`config.mk`:
```
export PLATFORM = sky130hd
export DESIGN_NAME = axi_ddr_port_arbiter
export DESIGN_NICKNAME = d
export VERILOG_FILES = /design/src/rtl/ddr_pkg.sv /design/src/rtl/rr_arbiter.sv /design/src/rtl/axi_ddr_port_arbiter.sv
export SDC_FILE = /design/constraint.sdc
export NUM_CORES = 1
export LEC_CHECK = 0
export BUFFER_PORTS_ARGS = -buffer_cell sky130_fd_sc_hd__buf_4
export CAP_MARGIN = 20
export CELL_PAD_IN_SITES_DETAIL_PLACEMENT = 1
export CELL_PAD_IN_SITES_GLOBAL_PLACEMENT = 1
export CORE_AREA = 2 2 380 382
export CTS_BUF_LIST = sky130_fd_sc_hd__clkbuf_4 sky130_fd_sc_hd__clkbuf_8
export DETAILED_ROUTE_END_ITERATION = 8
export DIE_AREA = 0 0 382 384
export PLACE_DENSITY = 0.36
export SETUP_SLACK_MARGIN = 0.5
export SLEW_MARGIN = 10
export SYNTH_ARGS = -nofsm -noshare
export SYNTH_HDL_FRONTEND = slang
export SYNTH_SLANG_ARGS = --single-unit
```
`constraint.sdc`:
```
create_clock -name clk -period 10.1 [get_ports clk]
set_input_delay 0 -clock clk [delete_from_list [all_inputs] [get_ports clk]]
set_output_delay 0 -clock clk [all_outputs]
set_load 0.01 [all_outputs]
```
`src/rtl/ddr_pkg.sv`:
```
// Shared AXI encodings, FSM state types and helpers for the multi-port DDR arbiter.
package ddr_pkg;

    localparam logic [1:0] AXI_BURST_INCR = 2'b01;

    localparam logic [1:0] AXI_RESP_OKAY   = 2'b00;
    localparam logic [1:0] AXI_RESP_EXOKAY = 2'b01;
    localparam logic [1:0] AXI_RESP_SLVERR = 2'b10;
    localparam logic [1:0] AXI_RESP_DECERR = 2'b11;

    typedef enum logic [1:0] {W_IDLE, W_ADDR, W_DATA, W_RESP} wr_state_e;
    typedef enum logic [1:0] {R_IDLE, R_ADDR, R_DATA} rd_state_e;

    function automatic int clog2(input int n);
        int r;
        r = 0;
        for (int i = 0; i < 31; i++) begin
            if ((1 << i) < n) r = i + 1;
        end
        return r;
    endfunction

endpackage

```
`src/rtl/rr_arbiter.sv`:
```
// Combinational round-robin pick: first requester at or after ptr_i, modulo N.
module rr_arbiter #(
    parameter int N     = 4,
    parameter int IDX_W = 2
) (
    input  logic [N-1:0]     req_i,
    input  logic [IDX_W-1:0] ptr_i,
    output logic [N-1:0]     gnt_o,
    output logic [IDX_W-1:0] idx_o
);

    logic [IDX_W:0] cand;
    logic           found;

    // NOTE: every signal driven here gets a default first, so no path can leave one unassigned and infer a latch.
    always_comb begin
        gnt_o = '0;
        idx_o = '0;
        found = 1'b0;
        cand  = '0;
        for (int i = 0; i < N; i++) begin
            cand = {1'b0, ptr_i} + (IDX_W+1)'(i);
            if (cand >= (IDX_W+1)'(N)) cand = cand - (IDX_W+1)'(N);
            if (!found && req_i[cand[IDX_W-1:0]]) begin
                found                  = 1'b1;
                gnt_o[cand[IDX_W-1:0]] = 1'b1;
                idx_o                  = cand[IDX_W-1:0];
            end
        end
    end

endmodule

```
`src/rtl/axi_ddr_port_arbiter.sv`:
```
// Round-robin multiplexer of NUM_PORTS AXI4 masters onto the single MIG slave port;
// read and write directions arbitrate independently, one burst in flight each.
module axi_ddr_port_arbiter
    import ddr_pkg::*;
#(
    parameter int         NUM_PORTS  = 4,
    parameter int         IDX_W      = clog2(NUM_PORTS),
    parameter int         ADDR_W     = 30,
    parameter int         AXI_WIDTH  = 64,
    parameter logic [2:0] AXI_AXSIZE = 3'b011
) (
    input  logic                            clk,
    input  logic                            rst_n,
    input  logic [NUM_PORTS*ADDR_W-1:0]     s_awaddr,
    input  logic [NUM_PORTS*8-1:0]          s_awlen,
    input  logic [NUM_PORTS-1:0]            s_awvalid,
    output logic [NUM_PORTS-1:0]            s_awready,
    input  logic [NUM_PORTS*AXI_WIDTH-1:0]  s_wdata,
    input  logic [NUM_PORTS*AXI_WIDTH/8-1:0] s_wstrb,
    input  logic [NUM_PORTS-1:0]            s_wlast,
    input  logic [NUM_PORTS-1:0]            s_wvalid,
    output logic [NUM_PORTS-1:0]            s_wready,
    output logic [1:0]                      s_bresp,
    output logic [NUM_PORTS-1:0]            s_bvalid,
    input  logic [NUM_PORTS-1:0]            s_bready,
    input  logic [NUM_PORTS*ADDR_W-1:0]     s_araddr,
    input  logic [NUM_PORTS*8-1:0]          s_arlen,
    input  logic [NUM_PORTS-1:0]            s_arvalid,
    output logic [NUM_PORTS-1:0]            s_arready,
    output logic [AXI_WIDTH-1:0]            s_rdata,
    output logic [1:0]                      s_rresp,
    output logic                            s_rlast,
    output logic [NUM_PORTS-1:0]            s_rvalid,
    input  logic [NUM_PORTS-1:0]            s_rready,
    output logic [IDX_W-1:0]                m_awid,
    output logic [ADDR_W-1:0]               m_awaddr,
    output logic [7:0]                      m_awlen,
    output logic [2:0]                      m_awsize,
    output logic [1:0]                      m_awburst,
    output logic                            m_awlock,
    output logic [3:0]                      m_awcache,
    output logic [2:0]                      m_awprot,
    output logic [3:0]                      m_awqos,
    output logic                            m_awvalid,
    input  logic                            m_awready,
    output logic [AXI_WIDTH-1:0]            m_wdata,
    output logic [AXI_WIDTH/8-1:0]          m_wstrb,
    output logic                            m_wlast,
    output logic                            m_wvalid,
    input  logic                            m_wready,
    input  logic [1:0]                      m_bresp,
    input  logic                            m_bvalid,
    output logic                            m_bready,
    output logic [IDX_W-1:0]                m_arid,
    output logic [ADDR_W-1:0]               m_araddr,
    output logic [7:0]                      m_arlen,
    output logic [2:0]                      m_arsize,
    output logic [1:0]                      m_arburst,
    output logic                            m_arlock,
    output logic [3:0]                      m_arcache,
    output logic [2:0]                      m_arprot,
    output logic [3:0]                      m_arqos,
    output logic                            m_arvalid,
    input  logic                            m_arready,
    input  logic [AXI_WIDTH-1:0]            m_rdata,
    input  logic [1:0]                      m_rresp,
    input  logic                            m_rlast,
    input  logic                            m_rvalid,
    output logic                            m_rready,
    output logic [IDX_W-1:0]                wr_grant,
    output logic [IDX_W-1:0]                rd_grant,
    output logic                            wr_busy,
    output logic                            rd_busy
);

    localparam int SW = AXI_WIDTH / 8;

    wr_state_e           wr_state_q, wr_state_d;
    rd_state_e           rd_state_q, rd_state_d;
    logic [IDX_W-1:0]    wr_grant_q, wr_grant_d, wr_ptr_q, wr_ptr_d;
    logic [IDX_W-1:0]    rd_grant_q, rd_grant_d, rd_ptr_q, rd_ptr_d;
    logic [ADDR_W-1:0]   awaddr_q, awaddr_d, araddr_q, araddr_d;
    logic [7:0]          awlen_q, awlen_d, arlen_q, arlen_d;
    logic [NUM_PORTS-1:0] wr_oh, rd_oh;
    logic [IDX_W-1:0]    wr_idx, rd_idx;

    function automatic logic [IDX_W-1:0] wrap_inc(input logic [IDX_W-1:0] g);
        return (g == IDX_W'(NUM_PORTS - 1)) ? '0 : g + IDX_W'(1);
    endfunction

    rr_arbiter #(.N(NUM_PORTS), .IDX_W(IDX_W)) u_wr_arb (
        .req_i(s_awvalid), .ptr_i(wr_ptr_q), .gnt_o(wr_oh), .idx_o(wr_idx)
    );

    rr_arbiter #(.N(NUM_PORTS), .IDX_W(IDX_W)) u_rd_arb (
        .req_i(s_arvalid), .ptr_i(rd_ptr_q), .gnt_o(rd_oh), .idx_o(rd_idx)
    );

    always_comb begin
        wr_state_d = wr_state_q;
        wr_grant_d = wr_grant_q;
        wr_ptr_d   = wr_ptr_q;
        awaddr_d   = awaddr_q;
        awlen_d    = awlen_q;
        m_awvalid  = 1'b0;
        m_wvalid   = 1'b0;
        m_bready   = 1'b0;
        s_awready  = '0;
        s_wready   = '0;
        s_bvalid   = '0;
        case (wr_state_q)
            W_IDLE: if (|wr_oh) begin
                wr_grant_d = wr_idx;
                awaddr_d   = s_awaddr[wr_idx*ADDR_W +: ADDR_W];
                awlen_d    = s_awlen[wr_idx*8 +: 8];
                wr_state_d = W_ADDR;
            end
            W_ADDR: begin
                m_awvalid             = 1'b1;
                s_awready[wr_grant_q] = m_awready;
                if (m_awready) wr_state_d = W_DATA;
            end
            W_DATA: begin
                m_wvalid             = s_wvalid[wr_grant_q];
                s_wready[wr_grant_q] = m_wready;
                if (m_wvalid && m_wready && m_wlast) wr_state_d = W_RESP;
            end
            W_RESP: begin
                s_bvalid[wr_grant_q] = m_bvalid;
                m_bready             = s_bready[wr_grant_q];
                if (m_bvalid && m_bready) begin
                    wr_ptr_d   = wrap_inc(wr_grant_q);
                    wr_state_d = W_IDLE;
                end
            end
            default: wr_state_d = W_IDLE;
        endcase
    end

    always_comb begin
        rd_state_d = rd_state_q;
        rd_grant_d = rd_grant_q;
        rd_ptr_d   = rd_ptr_q;
        araddr_d   = araddr_q;
        arlen_d    = arlen_q;
        m_arvalid  = 1'b0;
        m_rready   = 1'b0;
        s_arready  = '0;
        s_rvalid   = '0;
        case (rd_state_q)
            R_IDLE: if (|rd_oh) begin
                rd_grant_d = rd_idx;
                araddr_d   = s_araddr[rd_idx*ADDR_W +: ADDR_W];
                arlen_d    = s_arlen[rd_idx*8 +: 8];
                rd_state_d = R_ADDR;
            end
            R_ADDR: begin
                m_arvalid             = 1'b1;
                s_arready[rd_grant_q] = m_arready;
                if (m_arready) rd_state_d = R_DATA;
            end
            R_DATA: begin
                s_rvalid[rd_grant_q] = m_rvalid;
                m_rready             = s_rready[rd_grant_q];
                if (m_rvalid && m_rready && m_rlast) begin
                    rd_ptr_d   = wrap_inc(rd_grant_q);
                    rd_state_d = R_IDLE;
                end
            end
            default: rd_state_d = R_IDLE;
        endcase
    end

    // NOTE: state registers use non-blocking assignments so every flop samples pre-edge values.
    always_ff @(posedge clk or negedge rst_n) begin
        if (!rst_n) begin
            wr_state_q <= W_IDLE;
            rd_state_q <= R_IDLE;
            wr_grant_q <= '0;
            rd_grant_q <= '0;
            wr_ptr_q   <= '0;
            rd_ptr_q   <= '0;
            awaddr_q   <= '0;
            araddr_q   <= '0;
            awlen_q    <= '0;
            arlen_q    <= '0;
        end else begin
            wr_state_q <= wr_state_d;
            rd_state_q <= rd_state_d;
            wr_grant_q <= wr_grant_d;
            rd_grant_q <= rd_grant_d;
            wr_ptr_q   <= wr_ptr_d;
            rd_ptr_q   <= rd_ptr_d;
            awaddr_q   <= awaddr_d;
            araddr_q   <= araddr_d;
            awlen_q    <= awlen_d;
            arlen_q    <= arlen_d;
        end
    end

    // Data/response paths are pure muxes; only the handshakes depend on FSM state.
    assign m_wdata   = s_wdata[wr_grant_q*AXI_WIDTH +: AXI_WIDTH];
    assign m_wstrb   = s_wstrb[wr_grant_q*SW +: SW];
    assign m_wlast   = s_wlast[wr_grant_q];
    assign s_bresp   = m_bresp;
    assign s_rdata   = m_rdata;
    assign s_rresp   = m_rresp;
    assign s_rlast   = m_rlast;

    assign m_awid    = wr_grant_q;
    assign m_awaddr  = awaddr_q;
    assign m_awlen   = awlen_q;
    assign m_awsize  = AXI_AXSIZE;
    assign m_awburst = AXI_BURST_INCR;
    assign m_awlock  = 1'b0;
    assign m_awcache = 4'b0000;
    assign m_awprot  = 3'b000;
    assign m_awqos   = 4'b0000;

    assign m_arid    = rd_grant_q;
    assign m_araddr  = araddr_q;
    assign m_arlen   = arlen_q;
    assign m_arsize  = AXI_AXSIZE;
    assign m_arburst = AXI_BURST_INCR;
    assign m_arlock  = 1'b0;
    assign m_arcache = 4'b0000;
    assign m_arprot  = 3'b000;
    assign m_arqos   = 4'b0000;

    assign wr_grant  = wr_grant_q;
    assign rd_grant  = rd_grant_q;
    assign wr_busy   = (wr_state_q != W_IDLE);
    assign rd_busy   = (rd_state_q != R_IDLE);

endmodule

```
# Yosys cells after proc, flatten, opt, wreduce, memory -nomap -nowiden
# Cells that the tools add are included.
word_totals:
  word_cells: 221
  input_bits: 692
  reg_bits: 88
  out_inout_bits: 287
classes:
  bitwise: 11
  order_cmp: 28
  n_mux: 95
  addsub: 16
  reduce_logical: 39
  n_mul: 2
  n_eq_ne: 14
  shift: 6
op_table:
  columns: ["operator", "n"]
  rows:
  - ["variable part select 256 x 9 -> 64 bit", 1]
  - ["variable part select 120 x 8 -> 30 bit", 2]
  - ["variable part select 32 x 6 -> 8 bit", 3]
  - ["two-way mux 4 bit", 13]
  - ["two-way mux 2 bit", 25]
  - ["two-way mux 1 bit", 33]
  - ["< comparator 2 x 3 -> 1 bit, second input constant", 10]
  - ["binary-select mux 1 bit (select 2 bit)", 12]
  - ["bitwise OR 4 bit", 6]
  - ["logical AND 1 bit", 21]
  - ["bitwise AND 4 bit", 5]
  - ["demux 1 bit (select 2 bit)", 10]
  - ["greater-or-equal comparator 2 x 1 -> 1 bit, second input constant", 10]
  - ["greater-or-equal comparator 3 bit, second input constant", 6]
  - ["subtractor 2 x 1 -> 2 bit, second input constant", 8]
  - ["!= test 2 bit, second input constant", 7]
  - ["adder 2 x 2 -> 3 bit, second input constant", 4]
  - ["multiplier 2 x 4 -> 6 bit, second input constant", 2]
  - ["equality test 2 bit, second input constant", 5]
  - ["one-hot mux 2 bit (4 select lines)", 1]
  - ["AND reduction 2 bit", 4]
  - ["OR reduction 4 bit", 2]
  - ["adder 2 x 1 -> 3 bit, second input constant", 2]
  - ["greater-or-equal comparator 2 x 3 -> 1 bit, second input constant", 2]
  - ["8 further kinds", 17]

# Logic depth before layout (Yosys ltp)
# Gate-level depths: netlist of the first run.
depth:
  ltp_word: 17
  mapped_depth: 16
  depth_no_buf: 9

# Cells and area by module
# A second synthesis of the first run with hierarchy kept.
hier_totals:
  cells_unflattened: 637
  hier_area_um2: 8883.5
modules_own_cells:
  columns: ["mod", "seq_area_each_um2", "n_inst", "area_each_um2", "cells_per_inst"]
  rows:
  - ["axi_ddr_port_arbiter", 2202.1, 1, 8060.2, 543]
  - ["rr_arbiter (u_wr_arb)", 0.0, 1, 419.2, 46]
  - ["rr_arbiter (u_rd_arb)", 0.0, 1, 404.1, 48]

# Least setup slack after synthesis of the first run
# Ideal clock, no wire load.
synth_timing:
  path_type: "register -> register"
  startpoint: "reg wr_ptr_q[0]"
  endpoint: "reg awaddr_q[21] (netlist: m_awaddr[21])"
  slack_ns: 6.641
  required_time_ns: 10.005
  arrival_ns: 3.363
  path_buffers: 5
  period_less_slack_ns: 3.459
  setup_time_ns: 0.095
  path_stages_with_launch: 15
  cell_sequence: "dfrtp_1 -> buf_2 -> inv_2 -> clkbuf_1 -> buf_1 -> ha_1 -> mux4_2 -> nor2b_1 -> clkbuf_1 -> clkbuf_1 -> nand2_1 -> a21oi_1 -> a211o_1 -> a21oi_1 -> o31ai_1"
synth_via:
  elab_chain_len: 16
  word_cells_on_any_way: 67
  cone_classes: "add/sub (7); mul (1); order compare (12); shift (1); mux (31); bitwise (3); reduce/logical (12)"
synth_lines:
  columns: ["item", "line", "source"]
  rows:
  - ["start: declaration", "axi_ddr_port_arbiter.sv:80", "logic [IDX_W-1:0] wr_grant_q, wr_grant_d, wr_ptr_q, wr_ptr_d;"]
  - ["start signal: assignment", "axi_ddr_port_arbiter.sv:192", "wr_ptr_q <= wr_ptr_d;"]
  - ["branches (longest 16 deep; another with adder 2 x 1 -> 3 bit)", null, null]
  - ["end signal: assignment", "axi_ddr_port_arbiter.sv:194", "awaddr_q <= awaddr_d;"]
  - ["end: declaration", "axi_ddr_port_arbiter.sv:82", "logic [ADDR_W-1:0] awaddr_q, awaddr_d, araddr_q, araddr_d;"]
# Several ways; the timed one is not identified. The select of a mux whose other input is x is not followed.
# A chain may end at the register's enable or synchronous reset.

# Worst setup path in the final report of the first run
layout_timing:
  startpoint: "reg wr_ptr_q[0]"
  endpoint: "reg awaddr_q[17] (netlist: m_awaddr[17])"
# Same word-level chain as after synthesis.

==> results summary, run 1 <==
The run finished with clean final reports. The wire length of the first global-routing pass came out at 138 mm. The total detailed-routing wirelength came out at 107 mm. The post-synthesis instance area came out at 10800 um2. The remaining global-route overflow came out at 0. The clock reaches the later pin of the worst-skew pair after approximately 0.54 ns. In the final routed layout, each cell accounts on average for 26.5 um. The number of nets in the final layout came out at approximately 2800. The buffering stage count on the worst path with inverters included is 6. The total routing usage reported by global routing came out at between 10% and 20%. The critical path depth in cells is 13. The mean instance size in the synthesized netlist came out at around 8.6 um2. Summed over all nets, the half-perimeter wirelength after detailed placement is 87.8 mm. The leading cell type in the layout, fill and taps excluded is sky130_fd_sc_hd__buf_4. For this design the ratio of total power to cell area is 290 nW/um2. Routed signal wires occupy layers up through met5. The total internal power came out at 2940 uW. The most critical setup path has its endpoint at m_awaddr[17]$_DFFE_PN0P_. The number of different library cells in the post-synthesis netlist came out at 54. The post-layout minimum cycle time came out at 6.52 ns. The flip-flop and latch area is about 2200 um2.

The number of detailed-route iterations in the first pass came out at 5. In this run the critical register-to-register path is launched from wr_ptr_q[0]$_DFFE_PN0P_. The worst-case clock buffer depth is 2.

The area of the die came out at between 100000 and 150000 um2. The region available for standard cell placement spans 143000 um2. Final hold analysis gives a worst-case slack of 0.00000389 ns. Data arrives at the worst endpoint at 6.98 ns.

The pre-CTS setup slack came out at roughly 4.5 ns. In this run the tightest slew margin relative to its limit is 28.1%. The detail-routed via count per cell is 3.55. The kind of critical path is flip-flop to flip-flop. The highest net fanout along the worst path came out at 48.

The flip-flop cell with the highest count after synthesis is sky130_fd_sc_hd__dfrtp_1. Per report_power, the sequential group accounts for 12.0% of the total. In this run the static leakage power is 0.00926 uW. Setup repair after global routing left no endpoint under its margin. The number of antenna violations at the first check in global routing is just over 100. The switching power came out at 3050 uW. The count of port buffers added during placement is approximately 810.

The worst-case reg-to-reg path depth came out at 13. The number of hold violations in the final report came out at 0. The worst path required time is 10.56 ns. The number of levels the H-tree was split into came out at 3. Once detail routing completed, the nets flagged for antenna violations numbered 0.

The clock network fraction of design power is 6.2%. Across the run, the number of max-cap violations was 0. The share of async-settable or async-resettable flops after synthesis is 100%. The share of total power dissipated in combinational logic is 81.8%. The horizontal die dimension is 382 um. The layout overhead on the synthesized area is 90.8%. The number of placement rows came out at 139. Broken down by cell family, the worst path's largest delay share belongs to buffers and inverters. The length of routed wiring on met1 is 49.0 mm. The proportion of total power due to net switching is between 50% and 60%.

The setup clock skew after layout is 0.0345 ns. The register area share after synthesis came out at between 20% and 30%. The routed wire length on met3 came out at 12.5 mm.

The worst setup path is launched from a flip-flop. The max-slew violation count came to 0. The most critical setup path has its startpoint at wr_ptr_q[0]$_DFFE_PN0P_. The post-CTS clock slew at the launch and capture registers of the worst setup and hold paths is 0.11 ns. The maximum operating frequency came out at roughly 150 MHz.

Clock tree synthesis selected as its root buffer the cell sky130_fd_sc_hd__clkbuf_8. In this run the critical register-to-register path is captured at m_awaddr[17]$_DFFE_PN0P_. The slowest stage of the critical path is the sky130_fd_sc_hd__dfrtp_1 cell. The count of flip-flops with a built-in enable after synthesis came out at 0. TritonCTS built the clock tree. The worst hold path belongs to the class input pin to output port. The count of synthesis-stage warnings from yosys is 0. The dominant cell type by area after synthesis is sky130_fd_sc_hd__dfrtp_1.

The total negative slack for setup checks came out at 0 ns. The number of global-route vias before repair is 14500. The flip-flop and latch count after synthesis is 88. Buffers inserted during clock tree synthesis total 9.

The die extent in y came out at between 300 and 400 um. The total area of multi-input combinational cells is 7390 um2. The fraction of synthesized cell area taken by the top area cell type came out at 20.3%. By instance count, the cell type seen most on the critical path is sky130_fd_sc_hd__buf_4. In the post-synthesis netlist, the biggest area contributors are sky130_fd_sc_hd__dfrtp_1, sky130_fd_sc_hd__mux4_2, sky130_fd_sc_hd__a21oi_1. The worst setup slack for register-to-register paths came out at 3.58 ns. For this design the top-level I/O count stands at 979. Detailed routing placed a total of ~44 mm of wire on met2. The detailed-route DRC error count is 0. The layout cell share with drive strength beyond 1 came out at around 46%.

The actual transition at the worst max-transition pin came out at 1.08 ns. Walking the worst path, the cells encountered are clkinv_2 -> ha_1 -> mux4_2 -> nand2b_4 -> buf_4 -> a31oi_4 -> buf_4 -> a21oi_4 -> buf_4 -> a21oi_1 -> dlygate4sd3_1 -> o31ai_1 -> dlygate4sd3_1. Fill cells in the final layout number 16900. Once the floorplan was initialized, standard cells occupied 7.58% of the core.

The final setup violation count is 0. The number of vias in the routed layout came out at 14300. The worst setup path is captured at a flip-flop.

The highest ir drop seen on vdd came out at 0.211 mV. Of the available clock period, the critical path in the final layout requires 64.5%. The TritonCTS sink count came out at 88. The initial detailed-routing violation count is 855.

Counting every instance in the synthesized netlist gives 1255. The top cell types in the final layout, fill and taps aside, are sky130_fd_sc_hd__buf_4, sky130_fd_sc_hd__dlygate4sd3_1, sky130_fd_sc_hd__nand2_1. The weighted congestion at the end of routability-driven global placement is 0.861. The delay of the slowest critical-path stage came out at 0.82 ns. Entering global routing, the biggest net connects 81 pins. After layout, the worst setup slack is 3.58 ns.
==> metal layers <==
metal  GRT usage (%)  up-vias
met5               0        -
met4            2.46       68
met3            7.32      125
met2            19.4      700
met1            19.0     7111
li1                -     6318
==> registers in the layout (all words and copies together), names as in the netlist <==
signal / count
m_araddr: 30
m_arid: 2
m_arlen: 8
m_awaddr: 30
m_awid: 2
m_awlen: 8
rd_ptr_q: 2
rd_state_q: 2
wr_ptr_q: 2
wr_state_q: 2
==> through the flow <==
stage / utilization [%] / power, uW / std cells / instance area [um2]
3_5_place_dp: 12.8 / 5130 / 3789 / 18300
4_1_cts: 14.4 / 6160 / 4014 / 20600
2_1_floorplan: - / 3290 / 1287 / 10900
6_report: 14.5 / 5980 / 4033 / 20600
5_1_grt: 14.4 / 6520 / 4018 / 20600
3_3_place_gp: 12.8 / 5140 / 3789 / 18300
==> power by group through the flow <==
stage / clock network [uW] / registers, uW / logic [uW]
finish: 371 / 720 / 4890
global route: 413 / 756 / 5350
CTS: 415 / 733 / 5010
detailed placement: 0 / 740 / 4400
global placement: 0 / 742 / 4400
floorplan: 0 / 721 / 2570
==> timing repair <==
| action | 4_1_cts | 5_1_grt |
|---|---|---|
| hold endpoints to repair | 129 | 0 |
| gates resized for setup | 0 | 0 |
| buffers inserted | 0 | 0 |
| hold buffers | 210 | 0 |
==> logic make-up after synthesis <==
logic type / synth area share [%]
AOI/OAI and AO/OA: 26.7
other: 0.0694
adders and majority gates: 2.77
buffers and inverters: 13.3
and+or+nand+nor: 15.1
muxes: 21.8
DFF: 20.3
==> synthesized netlist by cell type (2+ instances only) <==
cell	n
sky130_fd_sc_hd__o21ai_0	5
sky130_fd_sc_hd__buf_2	29
sky130_fd_sc_hd__nor2b_1	7
sky130_fd_sc_hd__mux4_2	82
sky130_fd_sc_hd__inv_1	12
sky130_fd_sc_hd__a211oi_1	10
sky130_fd_sc_hd__buf_4	111
sky130_fd_sc_hd__o22ai_1	2
sky130_fd_sc_hd__a21o_1	32
sky130_fd_sc_hd__mux2i_1	35
sky130_fd_sc_hd__buf_8	2
sky130_fd_sc_hd__a21oi_2	11
sky130_fd_sc_hd__buf_6	4
sky130_fd_sc_hd__nor4_1	2
sky130_fd_sc_hd__mux2_2	13
sky130_fd_sc_hd__a31oi_1	2
sky130_fd_sc_hd__nand3_1	100
sky130_fd_sc_hd__o21bai_1	2
sky130_fd_sc_hd__nand3b_1	2
sky130_fd_sc_hd__and2_0	9
sky130_fd_sc_hd__nor2_1	5
sky130_fd_sc_hd__o31ai_1	49
sky130_fd_sc_hd__and2_1	6
sky130_fd_sc_hd__a221oi_2	10
sky130_fd_sc_hd__and3_1	30
sky130_fd_sc_hd__clkbuf_1	67
sky130_fd_sc_hd__a221oi_1	27
sky130_fd_sc_hd__nand2_1	183
sky130_fd_sc_hd__a21oi_1	174
sky130_fd_sc_hd__nand2b_1	4
sky130_fd_sc_hd__ha_1	24
sky130_fd_sc_hd__or2_2	3
sky130_fd_sc_hd__buf_1	17
sky130_fd_sc_hd__dfrtp_1	88
sky130_fd_sc_hd__a211o_1	76
sky130_fd_sc_hd__conb_1	2
==> worst min-delay path by stage <==
stage | cells after the start | start | endpoint | slack, ns
floorplan | 0 | rst_n | m_araddr[0]$_DFFE_PN0P_ | -0.30
global placement | 0 | m_rdata[10] | s_rdata[10] | 0.00007
detailed placement | 0 | m_rdata[10] | s_rdata[10] | 0.00007
CTS | 0 | m_rdata[10] | s_rdata[10] | 0.00007
global route | 0 | m_rdata[11] | s_rdata[11] | 0.00002
finish | 0 | m_rdata[57] | s_rdata[57] | 0.000004
==> layout make-up <==
type / instances / area share (%)
repair buffers: 1040 / 40.4
multi-input cells: 955 / 35.8
well taps: 1903 / 11.5
flip-flops and latches: 88 / 10.7
clock buffers: 10 / 0.636
clock inverters: 5 / 0.521
inverters: 13 / 0.242
diodes: 19 / 0.230
No activity file was read; power rests on OpenSTA's default activity.
==> run 2: changes to the inputs <==
--- a/config.mk
+++ b/config.mk
@@ -5,15 +5,16 @@
 export SDC_FILE = /design/constraint.sdc
 export NUM_CORES = 1
 export LEC_CHECK = 0
+export ABC_AREA = 1
 export BUFFER_PORTS_ARGS = -buffer_cell sky130_fd_sc_hd__buf_4
 export CAP_MARGIN = 20
 export CELL_PAD_IN_SITES_DETAIL_PLACEMENT = 1
 export CELL_PAD_IN_SITES_GLOBAL_PLACEMENT = 1
-export CORE_AREA = 2 2 380 382
+export CORE_AREA = 2 2 377 379
 export CTS_BUF_LIST = sky130_fd_sc_hd__clkbuf_4 sky130_fd_sc_hd__clkbuf_8
 export DETAILED_ROUTE_END_ITERATION = 8
-export DIE_AREA = 0 0 382 384
-export PLACE_DENSITY = 0.36
+export DIE_AREA = 0 0 379 381
+export PLACE_DENSITY = 0.39
 export SETUP_SLACK_MARGIN = 0.5
 export SLEW_MARGIN = 10
 export SYNTH_ARGS = -nofsm -noshare
==> constraint.sdc (replaced) <==
create_clock -name clk -period 5.5 [get_ports clk]
set_input_delay 0 -clock clk [delete_from_list [all_inputs] [get_ports clk]]
set_output_delay 0 -clock clk [all_outputs]
set_load 0.01 [all_outputs]
==> run 2 against run 1 <==
Area after synthesis shrank 0.77%; count of clock-buffer cells in the layout is the same; wire length shrank 13%; final area grew 0.79%; total power grew 130%; highest routed layer unchanged; first-iteration DRC count shrank 30%; combinational power grew 140%; fmax grew 44%; sequential power grew 82%; die area shrank 1.6%; register-to-register slack lost 2.6 ns.
==> results summary, run 2 <==
The internal portion of the total power is 6310 uW. After synthesis, the netlist uses 33 different library cells. In this run the cell area measured after placement is 18100 um2.

The initial standard-cell utilization of the core is 7.64%. Global routing finished with a remaining overflow of 0. The number of fillers in the final layout is roughly 17000. The cell leakage power came out at 0.0106 uW. The fraction of the cycle the final worst path needs came out at 82.4%. The count of synthesis-stage warnings from yosys came out at 0. The wire length of the first global-routing pass came out at 127 mm. The top-level port count is 979. Among all flip-flop cells after synthesis, the most frequent one is sky130_fd_sc_hd__dfrtp_1. In the layout the commonest cells are sky130_fd_sc_hd__buf_4, sky130_fd_sc_hd__nand2_1, sky130_fd_sc_hd__nand3_1. Of the total power, the share spent switching nets is 54.3%. The layout cell share with drive strength beyond 1 is 31.9%. The remaining number of nets flagged by the antenna check after routing is 0. The max-slew violation count came out at 0. The area of the die is 144000 um2. In this run the power density over the cells is ~660 nW/um2.

Leaving out fill and tap cells, the most frequent cell in the layout is sky130_fd_sc_hd__buf_4. In the final design database the tool counted 3487 nets. Clock tree synthesis inserted a total of 9 buffers. The worst setup path is of the flip-flop to flip-flop kind. The launching element type of the critical path is a flip-flop.

The number of levels the H-tree was split into is 3. The die extent in y came out at approximately 380 um. The final setup violation count is 0. sky130_fd_sc_hd__dfrtp_1 takes more of the synthesized area than any other cell. Global routing consumed, over all layers together, about 12% of the routing resources. The flip-flop and latch count after synthesis is 88. After floorplanning, the core was sized to cover around 140000 um2.

The flow ran to the end, and the final reports show no timing, DRC or antenna violations. The endpoint kind of the worst setup timing path is a flip-flop. The TritonCTS sink count came out at 88.

For the pin with the worst max-slew slack, the measured transition is between 1 and 1.5 ns. The fraction of synthesized cell area taken by the top area cell type came out at 20.5%. After clock tree synthesis, the clock-pin slew on the worst setup and hold paths is between 0.1 and 0.15 ns. The routed design has 93.1 mm of wire. The total negative slack for setup checks is 0 ns. The clock passes through at most 2 buffers. For the finished layout, the period the worst path requires is 4.53 ns. The post-synthesis instance area is roughly 11000 um2. The number of detailed-route iterations in the first pass came out at 5. The switching power is 7510 uW. The mean instance size in the synthesized netlist came out at roughly 5.7 um2. The headroom to the max-slew limit is 33.2%.

The setup clock skew after layout is 0.0264 ns. Counting every instance in the synthesized netlist gives 1891. The share of async-settable or async-resettable flops after synthesis came out at 100%.

The detailed-route DRC error count is 0. The post-route cell area came out at roughly 21000 um2. The power share of the sequential group came out at 9.5%. The commonest cells after synthesis are sky130_fd_sc_hd__nand2_1, sky130_fd_sc_hd__nand3_1, sky130_fd_sc_hd__inv_1. The number of global-route vias before repair is 17100.

The tool flagged a number of max-cap violations equal to 0. In this run the core area contains 138 standard-cell rows. Summing over every cut layer, the via total after detailed routing is 16000. Clock latency on the worst-skew pair, taken at its later pin, is 0.52 ns. The count of port buffers added during placement came out at 808. In this run, the combinational gates consume around 85% of the power. The CTS root buffer is sky130_fd_sc_hd__clkbuf_8.

The number of hold violations in the final report came to 0. The leading cell type by number of instances after synthesis is sky130_fd_sc_hd__nand2_1. The detail-routed net length per standard cell came out at 19.9 um. The initial detailed-routing violation count came out at 595.

The weighted congestion at the end of routability-driven global placement came out at 0.807. The data arrival time of the critical path came out at 4.92 ns. Setup repair after global routing left no endpoint under its margin. The detail-routed via count per cell is between 3 and 4.

In this run the horizontal extent of the chip is 379 um. The maximum operating frequency came out at 221 MHz. The design draws 13800 uW. The largest net degree at the start of global routing came out at 68. STA puts the critical path data required time at 5.88 ns.

The clock network fraction of design power came out at under 10%. Yosys mapped a number of flops with a built-in enable equal to 0. In the post-synthesis netlist, the biggest area contributors are sky130_fd_sc_hd__dfrtp_1, sky130_fd_sc_hd__nand2_1, sky130_fd_sc_hd__nand3_1. The number of antenna violations at the first check in global routing came out at 29.

From synthesis to final layout, the design area changed by 93.8%. The highest ir drop seen on vdd is 0.380 mV. The share of the Yosys chip area taken by registers is 20.5%. Of all nets on the critical path, the largest fanout is 34.

TritonCTS built the clock tree. The classification of the worst-slack hold path is input pin to output port. The detailed-placement wirelength estimate is 74.8 mm.
-- run 2: path summary, 6_finish.rpt --
path                                          from  depth (start not counted)  slack [ns]                       to
max                        wr_ptr_q[0]$_DFFE_PN0P_                         16        0.97   m_awlen[2]$_DFFE_PN0P_
min                                    m_rdata[55]                          0    0.000004              s_rdata[55]
max reg2reg                wr_ptr_q[0]$_DFFE_PN0P_                         16        0.97   m_awlen[2]$_DFFE_PN0P_
min reg2reg                m_awaddr[7]$_DFFE_PN0P_                          2        0.50  m_awaddr[7]$_DFFE_PN0P_
max in group asynchronous                    rst_n                          4        3.57    m_awid[0]$_DFFE_PN0P_
min in group asynchronous                    rst_n                          3        0.57   m_arlen[4]$_DFFE_PN0P_
-- run 2: power by group through the flow --
stage / Clock [uW] / Sequential [uW] / Combinational (uW)
floorplan: 0 / 1320 / 5680
global placement: 0 / 1330 / 9970
detailed placement: 0 / 1320 / 9950
CTS: 801 / 1320 / 12000
global route: 809 / 1370 / 13100
finish: 722 / 1310 / 11800
-- run 2: worst max-delay path, stage by stage, from the launching register on --
cell and delay (ns):
sky130_fd_sc_hd__dfrtp_1 0.55, sky130_fd_sc_hd__inv_2 0.18, sky130_fd_sc_hd__ha_1 0.39, sky130_fd_sc_hd__inv_1 0.09
sky130_fd_sc_hd__nand3_1 0.07, sky130_fd_sc_hd__nand2_1 0.15, sky130_fd_sc_hd__inv_2 0.07, sky130_fd_sc_hd__nor2_2 0.13
sky130_fd_sc_hd__nand4_2 0.11, sky130_fd_sc_hd__nand2_2 0.58, sky130_fd_sc_hd__inv_2 0.52, sky130_fd_sc_hd__nand2_1 0.18
sky130_fd_sc_hd__nand2_1 0.07, sky130_fd_sc_hd__dlygate4sd3_1 0.56, sky130_fd_sc_hd__nand2_1 0.07, sky130_fd_sc_hd__nand3_1 0.08
sky130_fd_sc_hd__dlygate4sd3_1 0.56
-- run 2: kinds of logic (layout without fill, tap and decap cells) --
| logic type | after synthesis | count (layout) | synth area share, % |
|---|---|---|---|
| compound gates | 246 | 246 | 12.6 |
| fa+ha+maj | 24 | 24 | 2.80 |
| simple gates | 1071 | 1071 | 42.7 |
| other cells | 2 | 45 | 0.0699 |
| flops | 88 | 88 | 20.5 |
| buf+inv | 460 | 1313 | 21.4 |
-- run 2: stage by stage --
step | hold WS (ns) | utilization (%) | cells | setup WS [ns]
6_report | 0.00000448 | 14.8 | 4677 | 0.969
5_1_grt | 0.0000256 | 14.8 | 4675 | 0.512
4_1_cts | 0.0000686 | 14.8 | 4666 | 0.818
3_5_place_dp | 0.0000686 | 12.9 | 4414 | 1.73
3_3_place_gp | 0.0000686 | 12.9 | 4414 | 1.78
2_1_floorplan | -0.296 | - | 1923 | 3.18
-- run 2: timing repair --
action                                  4_1_cts  5_1_grt
gates resized for setup                       0        1
endpoints found under the hold margin       119        0
setup buffers                                 0        0
hold buffers                                236        0
endpoints found under the setup margin        0       21
-- run 2: cell type report --
type                       instances  area [um2]  area share [%]
sequential                        88        2210            10.6
antenna                           11        27.5           0.132
clock buffer                      10         138           0.661
clock inverter                     6         138           0.661
inverter                         227         861            4.14
tap                             1890        2360            11.4
multi-input combinational       1375        6380            30.7
timing repair buffer            1070        8700            41.8
-- run 2: per-layer routing --
layer / global-route usage (%) / share of wire [%]
met3: 4.23 / 8.0
met4: 4.76 / 3.1
met5: 0 / 0.18
met2: 21.4 / 49
met1: 14.1 / 40
==> run 3: changes to the inputs <==
--- a/config.mk
+++ b/config.mk
@@ -10,11 +10,11 @@
 export CAP_MARGIN = 20
 export CELL_PAD_IN_SITES_DETAIL_PLACEMENT = 1
 export CELL_PAD_IN_SITES_GLOBAL_PLACEMENT = 1
-export CORE_AREA = 2 2 377 379
+export CORE_AREA = 2 2 382 384
 export CTS_BUF_LIST = sky130_fd_sc_hd__clkbuf_4 sky130_fd_sc_hd__clkbuf_8
 export DETAILED_ROUTE_END_ITERATION = 8
-export DIE_AREA = 0 0 379 381
-export PLACE_DENSITY = 0.39
+export DIE_AREA = 0 0 384 386
+export PLACE_DENSITY = 0.38
 export SETUP_SLACK_MARGIN = 0.5
 export SLEW_MARGIN = 10
 export SYNTH_ARGS = -nofsm -noshare
==> constraint.sdc (replaced) <==
create_clock -name clk -period 4.42 [get_ports clk]
set_input_delay 0 -clock clk [delete_from_list [all_inputs] [get_ports clk]]
set_output_delay 0 -clock clk [all_outputs]
set_load 0.01 [all_outputs]
==> run 3 against run 2 <==
First-iteration DRC count is 9.1% lower; total power grew 16%; wire length is 2.2% lower; final cell count up 2.0%; setup slack got worse by 0.15 ns; non-clock buffer count up 73; final area up 3.2%; combinational power grew 15%; via count is 0.13% lower; count of clock-buffer cells in the layout stayed put; sequential share of layout area is 0.31 points lower; clock power shrank 3.9%.
==> results summary, run 3 (same netlist as run 2, synthesis figures left out) <==
The internal portion of the total power is 6950 uW. The final setup violation count is 0. The cell leakage power came out at 0.0108 uW.

The power share of the combinational group came out at 85.0%. The highest ir drop seen on vdd is 0.706 mV. The top-level port count came out at 979. The number of levels the H-tree was split into is 3.

The standard cell area after detailed placement is ~18000 um2. The initial standard-cell utilization of the core came out at 7.43%. The proportion of total power due to net switching is around 57%.

The number of global-route vias before repair is 16800. The worst hold slack after final layout came out at 0.00000327 ns. The slowest stage cell on the critical path is sky130_fd_sc_hd__dlygate4sd3_1. After floorplanning, the core was divided into 140 placement rows.

The min-delay analysis places its worst path in the category input pin to output port. The remaining global-route overflow is 0. The worst setup path is of the flip-flop to flip-flop kind.

The detail-routed net length per standard cell is ~19 um. Summing over every cut layer, the via total after detailed routing is 16000. The setup clock skew after layout is around 0.020 ns. The number of antenna violations at the first check in global routing is 32. The TritonCTS sink count came out at 88. The run finished with clean final reports.

The maximum operating frequency is 278 MHz. Sequential cells account for roughly a tenth of the total power. The post-layout minimum cycle time is 3.60 ns.

The detailed-route DRC error count is 0. The number of hold violations in the final report is 0. The weighted congestion at the end of routability-driven global placement came out at 0.774. The count of max-cap constraint violations came out at 0. The die covers 148000 um2. The switching power came out at between 9000 and 10000 uW. Dividing the final minimum period by the clock period gives 81.4%. After routing, the total negative slack on setup checks comes to 0 ns. Of all nets on the critical path, the largest fanout is 43. The post-CTS clock slew at the launch and capture registers of the worst setup and hold paths is 0.13 ns. The worst-case clock buffer depth came out at 2. Leaving out fill and tap cells, the most frequent cell in the layout is sky130_fd_sc_hd__buf_4. The number of detailed-route iterations in the first pass came out at 4. The worst path required time came out at about 4.9 ns.

The total routing usage reported by global routing came out at 11.7%. The post-route cell area is 21500 um2. The layout overhead on the synthesized area came out at 100%. Leaving out fill and tap cells, the most frequent cells in the layout are sky130_fd_sc_hd__buf_4, sky130_fd_sc_hd__nand2_1, sky130_fd_sc_hd__dlygate4sd3_1.

The buffering stage count on the worst path with inverters included is 6. The delay of the slowest critical-path stage is 0.56 ns. The initial detailed-routing violation count is 541. At the worst endpoint, the arrival time is between 4 and 5 ns. The horizontal die dimension came out at about 380 um. The pre-CTS setup slack came out at 1.02 ns. The die extent in y came out at 386 um. STA classifies the critical path endpoint as a flip-flop.

CTS placed an instance of sky130_fd_sc_hd__clkbuf_8 at the clock tree root. In this run the tightest slew margin relative to its limit is 34.6%. Setup repair after global routing could not meet its margin everywhere. Clock tree synthesis inserted a total of 9 buffers. The area of the core region came out at 145000 um2. TritonCTS built the clock tree. Summed over all layers, the routed wires come to 91.1 mm. The layout cell share with drive strength beyond 1 came out at 31.1%.

The remaining number of nets flagged by the antenna check after routing came out at 0. The detail-routed via count per cell is between 3 and 4. The final worst slack came out at 0.824 ns. The worst setup path is launched from a flip-flop. The power per cell area came out at 745 nW/um2.

The critical path goes through inv_2 -> ha_1 -> inv_1 -> nand3_1 -> nand2_1 -> inv_2 -> nand2_1 -> nand2_1 -> nand3_2 -> clkbuf_8 -> nand3b_1 -> nand3_1 -> dlygate4sd3_1 -> nand2_1 -> dlygate4sd3_1 -> nand2_1 -> nand2_1. The cell family contributing the most delay on the critical path is buffers and inverters. Summing all multi-input logic gate instances after layout gives about 6400 um2. Cells fill between 10 and 15% of the core in the end. The number of nets in the final layout came out at ~3600. The max-slew violation count came out at 0. The largest net degree at the start of global routing came out at 77. The actual transition at the worst max-transition pin is ~1 ns.

The count of port buffers added during placement came out at 808. The number of fillers in the final layout came out at approximately 18000. The clock network is responsible for 4.3% of the overall power. The detailed-placement wirelength estimate came out at 73.0 mm. The flip-flop and latch area came out at 2210 um2. The clock insertion delay at the later pin of the skew report came out at 0.52 ns. Counting stages on the worst path, the most repeated cell is sky130_fd_sc_hd__nand2_1. The wire length of the first global-routing pass is 123 mm.
run 3: cell types whose count changed in the layout (fill, tap and decap cells not counted), sizes merged:
cell         delta
dlygate4sd3    +75
diode           -6
bufinv          -4
buf             -3
clkinv          +2
clkinvlp        +2
clkbuf          +1
run 3: worst paths after layout:
path	start	endpoint	slack (ns)	cells past startpoint
min in group asynchronous	rst_n	m_araddr[4]$_DFFE_PN0P_	0.56	3
min reg2reg	m_araddr[8]$_DFFE_PN0P_	m_araddr[8]$_DFFE_PN0P_	0.49	2
max	wr_ptr_q[0]$_DFFE_PN0P_	m_awlen[6]$_DFFE_PN0P_	0.82	17
max in group asynchronous	rst_n	m_awaddr[11]$_DFFE_PN0P_	2.17	4
min	m_rdata[19]	s_rdata[19]	0.000003	0
max reg2reg	wr_ptr_q[0]$_DFFE_PN0P_	m_awlen[6]$_DFFE_PN0P_	0.82	17
run 3: per-stage QoR:
step / total power, uW / cells
after CTS: 16500 / 4765
after global placement: 13900 / 4439
after detailed placement: 13900 / 4439
after floorplan: 8720 / 1923
final: 16000 / 4771
after global routing: 17800 / 4771
run 3: routing by layer:
| metal | vias up | global-route usage [%] | share of wire (%) |
|---|---|---|---|
| met5 | - | 0 | 0.15 |
| met4 | 22 | 4.09 | 2.7 |
| met3 | 139 | 3.57 | 7.2 |
| met2 | 499 | 20.2 | 49 |
| met1 | 7513 | 13.7 | 41 |
| li1 | 7783 | - | - |
run 3: area by class of cell:
type                            count  share of cell area, %
Timing Repair Buffer             1143                   43.9
Tap cell                         1917                   11.2
Multi-Input combinational cell   1375                   29.7
Inverter                          227                   4.01
Clock inverter                      6                  0.198
Sequential cell                    88                   10.3
Antenna cell                        5                 0.0582
Clock buffer                       10                  0.641
run 3: what timing repair did:
item / 4_1_cts / 5_1_grt
resized for setup: 0 / 7
hold buffers: 310 / 0
setup buffers: 0 / 1
endpoints found under the setup margin: 0 / 55
hold endpoints to repair: 136 / 0
run 3: power by group through the flow:
stage          sequential (uW)  combinational, uW  clock, uW
5_1_grt                   1790              15200        794
2_1_floorplan             1650               7070          0
3_5_place_dp              1730              12100          0
6_report                  1710              13600        694
3_3_place_gp              1740              12100          0
4_1_cts                   1720              14000        786
